===== src/rtl/deserializer.sv =====
// ============================================================================
// Module   : deserializer
// Purpose  : Serial-to-parallel word collector with sync framing and a
//            single-entry valid/ready output buffer.
// Revision : 1.0 - initial release
// ============================================================================
`default_nettype none

module deserializer #(
  parameter int LENGTH    = 24,
  parameter int MSB_FIRST = 0
) (
  input  logic              i_clk,
  input  logic              i_rst_n,
  input  logic              i_en,
  input  logic              i_din,
  input  logic              i_sync,
  input  logic              i_dout_ready,
  output logic [LENGTH-1:0] ov_dout,
  output logic              o_dout_valid,
  output logic              o_busy,
  output logic              o_overrun,
  output logic              o_frame_err
);

  localparam int              c_CW   = (LENGTH > 1) ? $clog2(LENGTH) : 1;
  localparam logic [c_CW-1:0] c_LAST = c_CW'(LENGTH - 1);
  localparam logic [c_CW-1:0] c_ONE  = c_CW'(1);

  localparam logic [0:0] S_IDLE  = 1'b0;
  localparam logic [0:0] S_SHIFT = 1'b1;

  logic [0:0]        r_state;
  logic [c_CW-1:0]   r_cnt;
  logic [LENGTH-1:0] r_sr;
  logic [LENGTH-1:0] r_dout;
  logic              r_valid;
  logic              r_overrun;
  logic              r_frame_err;

  logic [LENGTH-1:0] w_shifted;
  logic [LENGTH-1:0] w_first;
  logic              w_sync;
  logic              w_bit;
  logic              w_complete;

  // Bit 0 of a word must end up in bit 0 (LSB-first) or bit LENGTH-1 (MSB-first)
  generate
    if (MSB_FIRST == 0) begin : g_lsb_first
      assign w_shifted = {i_din, r_sr[LENGTH-1:1]};
      assign w_first   = {i_din, {(LENGTH-1){1'b0}}};
    end else begin : g_msb_first
      assign w_shifted = {r_sr[LENGTH-2:0], i_din};
      assign w_first   = {{(LENGTH-1){1'b0}}, i_din};
    end
  endgenerate

  assign w_sync     = i_en & i_sync;
  assign w_bit      = i_en & ~i_sync & (r_state == S_SHIFT);
  assign w_complete = w_bit & (r_cnt == c_LAST);

  always_ff @(posedge i_clk) begin
    if (!i_rst_n) begin
      r_state     <= S_IDLE;
      r_cnt       <= '0;
      r_sr        <= '0;
      r_dout      <= '0;
      r_valid     <= 1'b0;
      r_overrun   <= 1'b0;
      r_frame_err <= 1'b0;
    end else begin
      if (w_sync) begin
        if (r_state == S_SHIFT) begin
          r_frame_err <= 1'b1;
        end
        r_sr    <= w_first;
        r_cnt   <= c_ONE;
        r_state <= S_SHIFT;
      end else if (w_bit) begin
        r_sr <= w_shifted;
        if (w_complete) begin
          r_cnt   <= '0;
          r_state <= S_IDLE;
        end else begin
          r_cnt <= r_cnt + c_ONE;
        end
      end

      // A completing word may replace a buffered word only if it is accepted this edge
      if (w_complete) begin
        if (!r_valid || i_dout_ready) begin
          r_dout  <= w_shifted;
          r_valid <= 1'b1;
        end else begin
          r_overrun <= 1'b1;
        end
      end else if (r_valid && i_dout_ready) begin
        r_valid <= 1'b0;
      end
    end
  end

  assign ov_dout      = r_dout;
  assign o_dout_valid = r_valid;
  assign o_busy       = (r_state == S_SHIFT);
  assign o_overrun    = r_overrun;
  assign o_frame_err  = r_frame_err;

endmodule

`default_nettype wire


===== config.mk =====
export PLATFORM = sky130hd
export DESIGN_NAME = deserializer
export DESIGN_NICKNAME = d
export VERILOG_FILES = /design/src/rtl/deserializer.sv
export SDC_FILE = /design/constraint.sdc
export NUM_CORES = 1
export LEC_CHECK = 0
export BUFFER_PORTS_ARGS = -buffer_cell sky130_fd_sc_hd__clkbuf_2
export CAP_MARGIN = 5
export CELL_PAD_IN_SITES_DETAIL_PLACEMENT = 2
export CELL_PAD_IN_SITES_GLOBAL_PLACEMENT = 2
export CORE_ASPECT_RATIO = 0.8
export CORE_MARGIN = 1.5
export CORE_UTILIZATION = 30
export DETAILED_ROUTE_END_ITERATION = 8
export GPL_TIMING_DRIVEN = 0
export PLACE_DENSITY_LB_ADDON = 0.1
export SLEW_MARGIN = 20
export SYNTH_ARGS = -nofsm -noshare
export SYNTH_HDL_FRONTEND = slang
export SYNTH_SLANG_ARGS = --single-unit

===== constraint.sdc =====
create_clock -name i_clk -period 1.4 [get_ports i_clk]
set_clock_uncertainty 0.15 [all_clocks]
set_input_delay 0.07 -clock i_clk [delete_from_list [all_inputs] [get_ports i_clk]]
set_output_delay 0.07 -clock i_clk [all_outputs]
set_load 0.005 [all_outputs]

==> results.py, run 1 <==
metrics = {
    "outcome": {
        "outcome": "finished, violations left",
        "violations": "hold timing, setup timing",
    },
    "timing": {
        "setup_ws_ns": -0.126,
        "max_freq_ghz": 0.655,
        "setup_viol": 27,
        "period_share_pct": 109,
        "final.min_clock_period_ns": 1.53,
        "rsz0062_at_grt": "yes",
        "whs_ns": -0.0483,
        "slew_violations": 0,
        "hold_violations": 6,
        "final.setup.tns_ns": -2.15,
        "max_slew.worst_pin.slew_ns": 0.571,
        "slew_headroom_pct": 61.9,
    },
    "clock_network": {
        "htreeDepth": 2,
        "cts_tree": "yes",
        "worstSkewPairLatency_ns": 0.32,
        "hold_buffers": 4,
        "clock_tree.buffer_depth": 2,
        "cts.sinks": 56,
        "cts_made_buffers": 5,
        "cts_root_buf": "clkbuf_8",
        "clk_pin_slew_worst_paths_ns": 0.10,
    },
    "routing": {
        "post-route-drc-count": 0,
        "via_per_inst": 5.25,
        "ant_nets": 0,
        "first_pass_iters": 4,
        "routed_wirelength_mm": 7.70,
        "drt-initial-drc-count": 55,
        "wl_per_cell_um": 18.6,
        "vias": 2173,
    },
    "setup_path": {
        "path_cells": "ha_4 > nand4b_4 > buf_6 > o31ai_2 > a21oi_2",
        "r2r-end": "ov_dout[19]",
        "cpMaxStageDelayCell": "dfxtp_2",
        "critPathCaptureType": "flip-flop",
        "crit_required_ns": 1.44,
        "path_buf_inv": 1,
        "cpPeakStageDelay_ns": 0.37,
        "crit_type": "flip-flop to flip-flop",
        "cp_max_fo": 10,
        "ff2ff_setup_slack_ns": -0.13,
        "start_kind": "flip-flop",
        "reg2reg_depth": 5,
        "crit_arrival_ns": 1.57,
        "reg2reg_from": "r_cnt[1]",
        "cp_top_family": "flip-flops",
    },
    "worst_hold_path": {
        "holdPathStages": 3,
        "min_to": "r_cnt[3]",
        "hp-class": "primary input to flip-flop",
        "min_from": "i_rst_n",
    },
    "power": {
        "power_frac_clock_pct": 34.7,
        "switching_share_pct": 24.1,
        "fin_total_pwr_uw": 2710,
        "p_per_area_nw_per_um2": 875,
        "p_sw_uw": 653,
        "combPwrFrac_pct": 5.9,
        "pwr-share-seq_pct": 59.3,
        "intPower_uw": 2060,
        "ir_drop_mv": 0.387,
        "p_leak_uw": 0.00112,
    },
    "floorplan": {
        "std_cell_rows": 28,
        "core_um2": 7360,
        "initial_core_util_pct": 30.9,
        "die_w_um": 100,
        "die_y_um": 80.9,
        "die_area_um2": 8110,
        "pin_count": 34,
    },
    "global_routing": {
        "antenna_found_initial": 0,
        "overflow": 0,
        "grt_usage_pct": 18.8,
        "grt_pass1_vias": 2223,
        "grt_start_max_net_pins": 17,
        "grt_pass1_wl_mm": 11.6,
    },
    "yosys": {
        "syn_area_per_cell_um2": 8.55,
        "synth_cell_type_count": 25,
        "postSynthCellCount": 266,
        "ys_warn_count": 0,
        "ys_seq_area_share_pct": 49.3,
        "ys_ff_latch": 56,
        "netlist_area_um2": 2270,
        "syn-num-nets": 273,
    },
    "cells_and_area": {
        "finish.utilization_pct": 42.1,
        "final_nets": 331,
        "n_fill_cell": 837,
        "mostFrequentLayoutCells": "dfxtp_1, nand2_1, a21oi_1, clkbuf_2, nand4_1",
        "diodes": 0,
        "final_common_cell": "dfxtp_1",
        "drive_gt1_share_pct": 34.9,
        "syn_to_final_growth_pct": 36.2,
        "multi_input_comb_area_um2": 1140,
        "seqCellArea_um2": 1130,
        "fin_area_um2": 3100,
    },
    "place": {
        "place.gp.congestion": 0.719,
        "dp_hpwl_mm": 4.97,
        "io_buffers": 33,
        "placed_area_um2": 2580,
    },
    "job": {
        "max_cap_viol_count": 0,
    },
}
[power by group through the flow]
stage	clock, µW	combinational [µW]	sequential, µW
floorplan	0	64.1	1640
global placement	0	114	1650
detailed placement	0	114	1650
CTS	985	132	1610
global route	1030	175	1610
finish	941	160	1610
[cells in the mapped netlist]
library cell	instances	area share, %
a31o_2	2	0.77
nor2_1	4	0.66
and2_1	1	0.28
dfxtp_1	56	49
clkbuf_1	8	1.3
clkbuf_4	2	0.66
a31oi_1	3	0.83
buf_2	10	2.2
nand2_1	50	8.3
and3b_1	2	0.77
ha_1	1	0.55
or3_1	1	0.28
and4b_1	1	0.44
nor2b_1	2	0.55
buf_4	5	1.7
buf_6	3	1.5
nand4_1	26	7.2
a21oi_1	53	12
nand3b_1	1	0.33
mux2i_1	1	0.44
o21ai_0	4	0.88
inv_1	4	0.66
o31ai_1	24	7.9
nand2b_1	1	0.28
nand4b_2	1	0.66
[layer usage]
layer	wire length [µm]	vias to the layer above	track usage (%)
met5	0	-	0
li1	-	1067	-
met1	3770	1063	25.4
met2	3650	36	31.5
met4	63	0	4.65
met3	208	7	3.10
[flip-flops by register name, indices dropped and copies added (netlist names)]
name and count:
o_busy 1, o_overrun 1, r_cnt 5, o_frame_err 1
r_sr 23, o_dout_valid 1, ov_dout 24
[what timing repair did]
| item | 4_1_cts | 5_1_grt |
|---|---|---|
| endpoints found under the setup margin | 54 | 52 |
| pin swaps | 5 | 22 |
| setup buffers | 8 | 5 |
| cloned | 1 | 2 |
| endpoints found under the hold margin | 5 | 6 |
| resized for setup | 18 | 58 |
[logic make-up (layout without fill, tap and decap cells)]
kind of cell | after synthesis | in the layout | synth area share [%]
DFF | 56 | 56 | 49.3
and+or+nand+nor | 90 | 90 | 19.6
muxes | 1 | 1 | 0.440
AOI/OAI and AO/OA | 86 | 86 | 22.1
adders and majority gates | 1 | 1 | 0.550
buffers and inverters | 32 | 90 | 7.98
[final cells by class]
type | count | share of cell area (%)
multi-input combinational | 178 | 36.8
sequential | 56 | 36.5
inverter | 4 | 0.485
clock inverter | 1 | 0.283
buffer | 26 | 7.88
timing repair buffer | 53 | 11.7
clock buffer | 6 | 2.67
tap | 90 | 3.64
[worst reg2reg max path, cell delays in order, from the launching register on]
cell	delay, ns
dfxtp_2	0.37
ha_4	0.16
nand4b_4	0.18
buf_6	0.21
o31ai_2	0.25
a21oi_2	0.09
[how the worst max path moves through the flow]
stage	slack, ns	end	startpoint	depth (start not counted)
CTS	-0.15	ov_dout[5]	r_cnt[0]	5
detailed placement	-0.26	ov_dout[5]	o_dout_valid	5
global placement	-0.30	ov_dout[12]	o_dout_valid	5
floorplan	0.002	o_overrun	r_cnt[0]	6
finish	-0.13	ov_dout[19]	r_cnt[1]	5
global route	-0.21	ov_dout[19]	r_cnt[1]	5
[stage by stage]
step	worst slack (ns)	cells
floorplan	0.00154	266
global placement	-0.304	389
detailed placement	-0.263	389
CTS	-0.145	409
global route	-0.215	414
finish	-0.126	414
Power figures use the tool's default switching activity.
==> run 2: changes to the inputs <==
--- a/config.mk
+++ b/config.mk
@@ -5,7 +5,7 @@
 export SDC_FILE = /design/constraint.sdc
 export NUM_CORES = 1
 export LEC_CHECK = 0
-export BUFFER_PORTS_ARGS = -buffer_cell sky130_fd_sc_hd__clkbuf_2
+export BUFFER_PORTS_ARGS = -buffer_cell sky130_fd_sc_hd__buf_2
 export CAP_MARGIN = 5
 export CELL_PAD_IN_SITES_DETAIL_PLACEMENT = 2
 export CELL_PAD_IN_SITES_GLOBAL_PLACEMENT = 2
==> constraint.sdc (replaced) <==
create_clock -name i_clk -period 1.3 [get_ports i_clk]
set_clock_uncertainty 0.15 [all_clocks]
set_input_delay 0.065 -clock i_clk [delete_from_list [all_inputs] [get_ports i_clk]]
set_output_delay 0.065 -clock i_clk [all_outputs]
set_load 0.005 [all_outputs]
==> run 2 against run 1 <==
Core utilization is 7.1 points higher. Via count rose by 7.2%. Sequential share of layout area is 5.2 points lower. Design area is 17% higher. Non-clock buffer count rose by 8. Critical path type unchanged. Wire length increased by 23%. The flow finishes with violations (setup timing). Highest routed layer unchanged. Fmax is 5.7% lower. Die area unchanged. Power increased by 11%.
==> results.py, run 2 (synthesis gave the netlist of run 1 again) <==
metrics = {
    "outcome": {
        "outcome": "finished, violations left",
        "violations": "setup timing",
    },
    "clock_network": {
        "cts_made_buffers": 5,
        "worstSkewPairLatency_ns": 0.34,
        "clk_pin_slew_worst_paths_ns": 0.13,
        "htreeDepth": 2,
        "cts.sinks": 56,
        "cts_root_buf": "clkbuf_8",
        "clock_tree.buffer_depth": 2,
        "cts_tree": "yes",
    },
    "job": {
        "max_cap_viol_count": 0,
    },
    "timing": {
        "hold_violations": 0,
        "max_freq_ghz": 0.618,
        "period_share_pct": 125,
        "slew_headroom_pct": 55.2,
        "max_slew.worst_pin.slew_ns": 0.672,
        "slew_violations": 0,
        "final.min_clock_period_ns": 1.62,
        "setup_viol": 51,
        "rsz0062_at_grt": "yes",
        "final.setup.tns_ns": -10.67,
        "setup_ws_ns": -0.319,
    },
    "routing": {
        "dr.max_layer_used": "met4",
        "vias": 2330,
        "post-route-drc-count": 0,
        "m1WireLength_mm": 4.49,
        "routed_wirelength_mm": 9.47,
        "met3_length_um": 191,
        "ant_nets": 0,
        "first_pass_iters": 4,
        "via_per_inst": 5.51,
        "drt-initial-drc-count": 61,
        "wl_per_cell_um": 22.4,
        "routed-wl-met2_mm": 4.65,
    },
    "cells_and_area": {
        "largest_register_ffs": 24,
        "final_nets": 339,
        "diodes": 0,
        "final_common_cell": "dfxtp_1",
        "mostFrequentLayoutCells": "dfxtp_1, buf_2, a21oi_1, nand4_1",
        "finish.utilization_pct": 49.2,
        "n_fill_cell": 752,
        "syn_to_final_growth_pct": 59.1,
        "drive_gt1_share_pct": 52.0,
    },
    "setup_path": {
        "crit_arrival_ns": 1.66,
        "cp_max_fo": 7,
        "crit_required_ns": 1.34,
        "critPathCaptureType": "flip-flop",
        "start_kind": "flip-flop",
        "crit_type": "flip-flop to flip-flop",
    },
    "floorplan": {
        "std_cell_rows": 28,
        "die_area_um2": 8110,
        "core_um2": 7360,
        "initial_core_util_pct": 30.9,
        "pin_count": 34,
        "die_y_um": 80.9,
        "die_w_um": 100,
    },
    "global_routing": {
        "overflow": 0,
        "grt_pass1_wl_mm": 12.5,
        "antenna_found_initial": 0,
        "grt_usage_pct": 20.5,
        "grt_start_max_net_pins": 19,
        "grt_pass1_vias": 2160,
    },
    "power": {
        "intPower_uw": 2200,
        "ir_drop_mv": 0.413,
        "power_frac_clock_pct": 34.8,
        "p_per_area_nw_per_um2": 835,
        "p_sw_uw": 822,
        "combPwrFrac_pct": 7.8,
        "p_leak_uw": 0.00146,
        "switching_share_pct": 27.2,
        "pwr-share-seq_pct": 57.3,
    },
    "place": {
        "place.gp.congestion": 0.724,
        "io_buffers": 33,
        "dp_hpwl_mm": 5.20,
    },
    "worst_hold_path": {
        "hp-class": "primary input to flip-flop",
    },
}
==> run 2: cell count changes in the layout (fill, tap and decap cells not counted), sizes merged <==
| cell | change |
|---|---|
| clkbuf | -30 |
| buf | +38 |
| clkinvlp | +2 |
| dlygate4sd3 | -1 |
==> run 2: layout make-up <==
class / instances / area [µm²] / area share, %
repair buffers: 60 / 509 / 14.1
plain buffers: 27 / 269 / 7.44
multi-input cells: 178 / 1490 / 41.1
clock buffers: 5 / 68.8 / 1.90
flip-flops and latches: 56 / 1130 / 31.3
clock inverters: 3 / 23.8 / 0.657
inverters: 4 / 15.0 / 0.415
well taps: 90 / 113 / 3.11
==> run 2: worst max-delay path, stage by stage, from the launching register on <==
cell and delay (ns):
dfxtp_4 0.39, ha_4 0.17, nand4b_4 0.24, buf_4 0.23
o31ai_2 0.18, a21oi_1 0.12
==> run 2: worst paths after layout <==
kind | start | end | slack [ns] | cells after the start
max | r_cnt[0] | ov_dout[13] | -0.32 | 5
min | i_en | r_sr[23] | 0.005 | 4
max reg2reg | r_cnt[0] | ov_dout[13] | -0.32 | 5
min reg2reg | ov_dout[2] | ov_dout[2] | 0.33 | 2
==> run 2: per-stage QoR <==
step / setup WS (ns) / std cells / hold slack [ns] / cell area (µm²) / power, µW
2_1_floorplan: -0.0985 / 266 / 0.0589 / 2310 / 1840
5_1_grt: -0.390 / 423 / 0.0311 / 3620 / 3140
3_3_place_gp: -0.387 / 389 / 0.190 / 2590 / 1890
3_5_place_dp: -0.438 / 389 / 0.211 / 2590 / 1900
6_report: -0.319 / 423 / 0.00450 / 3620 / 3020
4_1_cts: -0.249 / 411 / -0.0673 / 3010 / 2960
==> run 2: power by group through the flow <==
stage	clock network, µW	registers [µW]	logic, µW
after global placement	0	1770	118
after floorplan	0	1770	69.1
final	1050	1730	236
after detailed placement	0	1770	121
after global routing	1160	1730	249
after CTS	1060	1730	165
==> run 2: what timing repair did <==
| action | 4_1_cts | 5_1_grt |
|---|---|---|
| hold buffers | 2 | 1 |
| setup buffers | 9 | 9 |
| hold endpoints to repair | 5 | 6 |
| setup endpoints to repair | 54 | 55 |
| gates cloned | 3 | 5 |
| pin swaps | 17 | 43 |
| resized for setup | 56 | 111 |
==> run 2: layer usage <==
metal / vias up / global-route usage (%)
met5: - / 0
met4: 0 / 5.49
met3: 12 / 2.93
met2: 39 / 31.2
met1: 1188 / 30.4
li1: 1091 / -
